--- src/rtl/serial_pkg.sv ---
`default_nettype none
// ============================================================================
// Module      : serial_pkg
// Description : Frame-format constants and receiver state encoding shared by
//               both ends of the serial link.
// Revision    : 1.0  initial release
// ============================================================================
package serial_pkg;

   typedef enum logic [2:0] {
      IDLE      = 3'd0,
      DATA      = 3'd1,
      PARITY    = 3'd2,
      STOP      = 3'd3,
      WAIT_IDLE = 3'd4
   } state_t;

   localparam logic IDLE_LEVEL  = 1'b1;
   localparam logic START_LEVEL = 1'b0;

endpackage
`default_nettype wire

--- src/rtl/serial_bit_ctr.sv ---
`default_nettype none
// ============================================================================
// Module      : serial_bit_ctr
// Description : Data-bit counter with clear, enable and terminal-count flag.
// Revision    : 1.0  initial release
// ============================================================================
module serial_bit_ctr #(
   parameter int WIDTH = 8
) (
   input  logic clk,
   input  logic rst,
   input  logic i_clr,
   input  logic i_en,
   output logic o_tc
);

   localparam int            CW     = $clog2(WIDTH + 1);
   localparam logic [CW-1:0] C_LAST = CW'(WIDTH - 1);

   logic [CW-1:0] r_cnt;

   always_ff @(posedge clk or negedge rst) begin
      if (!rst) begin
         r_cnt <= '0;
      end else if (i_clr) begin
         r_cnt <= '0;
      end else if (i_en) begin
         r_cnt <= r_cnt + 1'b1;
      end
   end

   // Flags that the next enabled count reaches WIDTH; kept independent of
   // i_en so the controlling FSM has no combinational loop through it.
   assign o_tc = (r_cnt == C_LAST);

endmodule
`default_nettype wire

--- src/rtl/sipo_frame_rx.sv ---
`default_nettype none
// ============================================================================
// Module      : sipo_frame_rx
// Description : Serial frame receiver (start, data, optional even parity,
//               stop) delivering words on a valid/ready holding register.
// Revision    : 1.0  initial release
// ============================================================================
module sipo_frame_rx #(
   parameter int WIDTH     = 8,
   parameter bit PARITY_EN = 1'b1,
   parameter bit MSB_FIRST = 1'b0
) (
   input  logic             clk,
   input  logic             rst,
   input  logic             sin,
   output logic [WIDTH-1:0] pout,
   output logic             pvalid,
   input  logic             pready,
   output logic             perr,
   output logic             ferr,
   output logic             ovr,
   output logic             busy
);

   import serial_pkg::*;

   state_t           r_state;
   state_t           w_next;
   logic             w_shift_en;
   logic             w_ctr_clr;
   logic             w_par_cap;
   logic             w_stop;
   logic             w_tc;
   logic             w_consume;
   logic             w_load;
   logic             w_perr;
   logic [WIDTH-1:0] w_shift_nx;
   logic [WIDTH-1:0] r_shift;
   logic             r_par;
   logic [WIDTH-1:0] r_pout;
   logic             r_pvalid;
   logic             r_perr;
   logic             r_ferr;
   logic             r_ovr;

   serial_bit_ctr #(.WIDTH(WIDTH)) u_bit_ctr (
      .clk   (clk),
      .rst   (rst),
      .i_clr (w_ctr_clr),
      .i_en  (w_shift_en),
      .o_tc  (w_tc)
   );

   always_ff @(posedge clk or negedge rst) begin
      if (!rst) begin
         r_state <= IDLE;
      end else begin
         r_state <= w_next;
      end
   end

   always_comb begin
      w_next     = r_state;
      w_shift_en = 1'b0;
      w_ctr_clr  = 1'b0;
      w_par_cap  = 1'b0;
      w_stop     = 1'b0;
      case (r_state)
         IDLE: begin
            w_ctr_clr = 1'b1;
            if (sin == START_LEVEL) w_next = DATA;
         end
         DATA: begin
            w_shift_en = 1'b1;
            if (w_tc) w_next = PARITY_EN ? PARITY : STOP;
         end
         PARITY: begin
            w_par_cap = 1'b1;
            w_next    = STOP;
         end
         STOP: begin
            w_stop = 1'b1;
            w_next = (sin == IDLE_LEVEL) ? IDLE : WAIT_IDLE;
         end
         WAIT_IDLE: begin
            if (sin == IDLE_LEVEL) w_next = IDLE;
         end
         default: w_next = IDLE;
      endcase
   end

   if (MSB_FIRST) begin : g_msb_first
      assign w_shift_nx = {r_shift[WIDTH-2:0], sin};
   end else begin : g_lsb_first
      assign w_shift_nx = {sin, r_shift[WIDTH-1:1]};
   end

   always_ff @(posedge clk or negedge rst) begin
      if (!rst) begin
         r_shift <= '0;
         r_par   <= 1'b0;
      end else begin
         if (w_shift_en) r_shift <= w_shift_nx;
         if (w_par_cap)  r_par   <= sin;
      end
   end

   // A full holding register still accepts a new word if it drains this edge.
   assign w_consume = r_pvalid & pready;
   assign w_load    = w_stop & (~r_pvalid | w_consume);
   assign w_perr    = PARITY_EN ? ((^r_shift) ^ r_par) : 1'b0;

   always_ff @(posedge clk or negedge rst) begin
      if (!rst) begin
         r_pout   <= '0;
         r_pvalid <= 1'b0;
         r_perr   <= 1'b0;
         r_ferr   <= 1'b0;
         r_ovr    <= 1'b0;
      end else begin
         r_ovr <= w_stop & ~w_load;
         if (w_load) begin
            r_pout   <= r_shift;
            r_pvalid <= 1'b1;
            r_perr   <= w_perr;
            r_ferr   <= (sin != IDLE_LEVEL);
         end else if (w_consume) begin
            r_pvalid <= 1'b0;
         end
      end
   end

   assign pout   = r_pout;
   assign pvalid = r_pvalid;
   assign perr   = r_perr;
   assign ferr   = r_ferr;
   assign ovr    = r_ovr;
   assign busy   = (r_state != IDLE);

endmodule
`default_nettype wire

--- config.mk ---
export PLATFORM = sky130hd
export DESIGN_NAME = sipo_frame_rx
export DESIGN_NICKNAME = d
export VERILOG_FILES = /design/src/rtl/serial_pkg.sv /design/src/rtl/serial_bit_ctr.sv /design/src/rtl/sipo_frame_rx.sv
export SDC_FILE = /design/constraint.sdc
export NUM_CORES = 1
export LEC_CHECK = 0
export BUFFER_PORTS_ARGS = -buffer_cell sky130_fd_sc_hd__buf_2
export CORE_MARGIN = 2
export CORE_UTILIZATION = 55
export DETAILED_ROUTE_END_ITERATION = 6
export GPL_TIMING_DRIVEN = 0
export PLACE_DENSITY = 0.84
export SYNTH_ARGS = -nofsm -noshare
export SYNTH_HDL_FRONTEND = slang
export SYNTH_SLANG_ARGS = --single-unit
--- constraint.sdc ---
create_clock -name clk -period 1.6 [get_ports clk]
set_input_delay 0.24 -clock clk [delete_from_list [all_inputs] [get_ports clk]]
set_output_delay 0.24 -clock clk [all_outputs]
set_load 0.01 [all_outputs]
==> qor.txt <==
Outcome = completed
Final period util = 0.964
Global route total overflow = 0
CP Launch Type = register
Final Worst Setup Slack = 0.0568 ns
CP required = 1.84 ns
Final Non-Filler Cells = 141
Largest net degree at the start of global routing = 29
IO Count = 17
Mapped cell area = 1230 sq um
Leak = 0.685 nW
Avg Cell Area, Syn = 13.5 sq um
RSZ-0062 raised after global routing = yes
Max FO, Critical Path = 4
Fin nets = 119
Area grow syn2layout = 15.7%
Port Buffers = 16
Clock Sinks = 28
Max Cap Violations = 0
Worst Hold End = r_state[2]$_DFFE_PN0P_
Core box area = 2170 sq um
Max H-tree Level = 1
Avg Vias per Cell = 5.16
Clock buffer depth = 2
Mapped Cells = 91
Worst r2r src = r_shift[5]$_DFFE_PN0N_
Synthesized flop and latch total = 28
Via count = 728
Reg clk slew, reported paths = 0.15 ns
Post-layout util = 0.655
Share of cells above drive strength 1 = 0.442
Reg-to-reg endpoint = perr$_DFFE_PN0P_
Peak VDD IR = 0.000997 V
Yosys cell types = 28
Final setup violation count = 0
Min cycle time layout = 1.54 ns
Final hold violations = 0
Clock latency on the worst-skew pair = 0.33 ns
F_max = 0.648 GHz
RePlAce Congestion = 0.723
Die height = 51.2 um
Pwr Total = 3.01 mW
Die ar. = 2630 sq um
Initial Util = 0.566
Normalized max-slew margin = 0.603
R2R setup slack = 0.06 ns
Crit path capture type = register
Post-Place Cells = 135
Clock Skews = 0.0114 ns
Global-route wire length before repair = 3.13 mm
ANT nets after route = 0
Seq/Total Area, Yosys = 0.571
Worst Tran Pin Value = 0.595 ns
# diodes = 0
Launch point of the worst hold path = sin
Rows = 17
Initial antenna violation count = 0
Post-Place Setup Slack = 0.0435 ns
WL/cell = 13.0 um
Crit path DAT = 1.78 ns
Final WL = 1.84 mm
Count of final max-slew check failures = 0
Detailed Place HPWL = 1.27 mm
Gr usage total = 0.163
Hold Path Depth = 2
TritonCTS clock tree = built
Drt first pass iters = 3
Synth Warn # = 0
Area after DPL = 1340 sq um
Width of the die = 51.2 um
CP Class = reg -> reg
Vias in the first global route = 681
Power Dens Cells = 2120 nW/um^2
Worst min-delay path category = in -> reg
Root buffer cell = clkbuf_4
Syn_nets = 96
R2R cell count = 4
Starting DRT DRC Count = 7
CTS buffer count = 3
DRC = 0
Post-route cell area = 1420 sq um
-- area by class of cell --
class / count / area, sq um
plain buffers: 2 / 12.5
clock buffers: 3 / 22.5
clock inverters: 1 / 30.0
fillers: 173 / 749
inverters: 2 / 7.51
multi-input cells: 57 / 497
flip-flops and latches: 28 / 703
well taps: 28 / 35.0
repair buffers: 20 / 113
-- worst max-delay path: stages (launching register included) --
cell and delay [ns]:
dfrtp_1 0.46, xnor2_1 0.16, xnor3_2 0.44, xnor2_1 0.14, mux2_4 0.25
-- registers in the layout, indices dropped and copies added (netlist names) --
signal           count
r_shift              8
pout                 8
r_par                1
u_bit_ctr.r_cnt      4
pvalid               1
r_state              3
ovr                  1
ferr                 1
perr                 1
-- layout by cell type (no fill, tap or decap) --
cell	n
clkbuf_4	3
or2_1	1
xor2_1	1
mux2i_1	1
nand3b_1	2
nor2b_1	1
mux2_2	19
xnor2_1	5
clkbuf_2	1
nor3b_4	1
ha_1	1
a21oi_1	3
a22o_1	2
or3b_2	1
nor2_1	5
buf_4	4
xnor3_2	1
a31oi_1	1
bufinv_16	1
dfrtp_2	2
mux2_4	1
nand2b_1	2
or3_1	1
buf_2	16
dlygate4sd3_1	1
inv_1	2
a21o_1	1
o21ai_0	1
dfrtp_1	26
nand3_1	1
nor3_1	1
nand2_1	4
-- cell usage after synthesis --
| cell | count | area (sq um) |
|---|---|---|
| nor3b_4 | 1 | 18.8 |
| mux2_2 | 19 | 214 |
| ha_1 | 1 | 12.5 |
| mux2_4 | 1 | 15.0 |
| xnor2_1 | 5 | 43.8 |
| dfrtp_1 | 28 | 701 |
| nand3b_1 | 2 | 15.0 |
| or3b_2 | 1 | 8.76 |
| buf_4 | 1 | 7.51 |
| a22o_1 | 2 | 17.5 |
| a31oi_1 | 1 | 6.26 |
| nand2b_1 | 2 | 12.5 |
| nor3_1 | 1 | 5.00 |
| nor2_1 | 5 | 18.8 |
| o21ai_0 | 1 | 5.00 |
| xor2_1 | 1 | 8.76 |
| nand3_1 | 1 | 5.00 |
| xnor3_2 | 1 | 23.8 |
| nor2b_1 | 1 | 6.26 |
| inv_1 | 2 | 7.51 |
| nand2_1 | 4 | 15.0 |
| mux2i_1 | 1 | 10.0 |
| buf_2 | 2 | 10.0 |
| a21oi_1 | 3 | 15.0 |
| or2_1 | 1 | 6.26 |
| clkbuf_2 | 1 | 5.00 |
| a21o_1 | 1 | 7.51 |
| or3_1 | 1 | 6.26 |
-- where the power goes --
group | internal (mW) | leakage, nW | total [mW] | switching, mW
Combinational | 0.808 | 0.309 | 1.30 | 0.487
Clock | 0.253 | 0.0279 | 0.457 | 0.204
Sequential | 1.01 | 0.348 | 1.26 | 0.247
Total | 2.07 | 0.685 | 3.01 | 0.938
-- what timing repair did --
action,4_1_cts,5_1_grt
gates resized for setup,2,2
setup buffers,1,2
pin swaps,0,1
hold buffers,1,0
setup endpoints to repair,1,10
cloned,0,0
hold endpoints to repair,28,0
-- how the worst max path moves through the flow --
stage | endpoint | slack (ns) | start
CTS | busy | 0.003 | r_state[2]$_DFFE_PN0P_
global placement | pout[3]$_DFFE_PN0P_ | 0.07 | r_state[2]$_DFFE_PN0P_
detailed placement | pout[5]$_DFFE_PN0P_ | 0.04 | r_state[2]$_DFFE_PN0P_
global route | busy | -0.008 | r_state[2]$_DFFE_PN0P_
floorplan | perr$_DFFE_PN0P_ | 0.15 | r_shift[2]$_DFFE_PN0N_
finish | perr$_DFFE_PN0P_ | 0.06 | r_shift[5]$_DFFE_PN0N_
-- metrics by stage --
stage | hold slack (ns) | setup TNS, ns
final | 0.123 | 0
after detailed placement | 0.285 | 0
after CTS | 0.111 | 0
after global placement | 0.275 | 0
after global routing | 0.118 | -0.00832
after floorplan | -0.0556 | 0
-- layer usage --
| metal | global-route usage | vias to the layer above | wire length (um) |
|---|---|---|---|
| met3 | 0.0263 | 4 | 58 |
| met4 | 0.0921 | 0 | 33 |
| met2 | 0.249 | 12 | 843 |
| met1 | 0.221 | 357 | 901 |
| met5 | 0 | - | 0 |
| li1 | - | 355 | - |
-- cells by family after synthesis --
kind of cell    after synthesis  share of synthesized area
flops                        28                      0.571
mux                          21                      0.195
simple gates                 20                     0.0958
compound gates                8                     0.0418
xor+xnor                      7                     0.0622
buf+inv                       6                     0.0245
fa+ha+maj                     1                     0.0102
(Power assumes the default switching activity.)
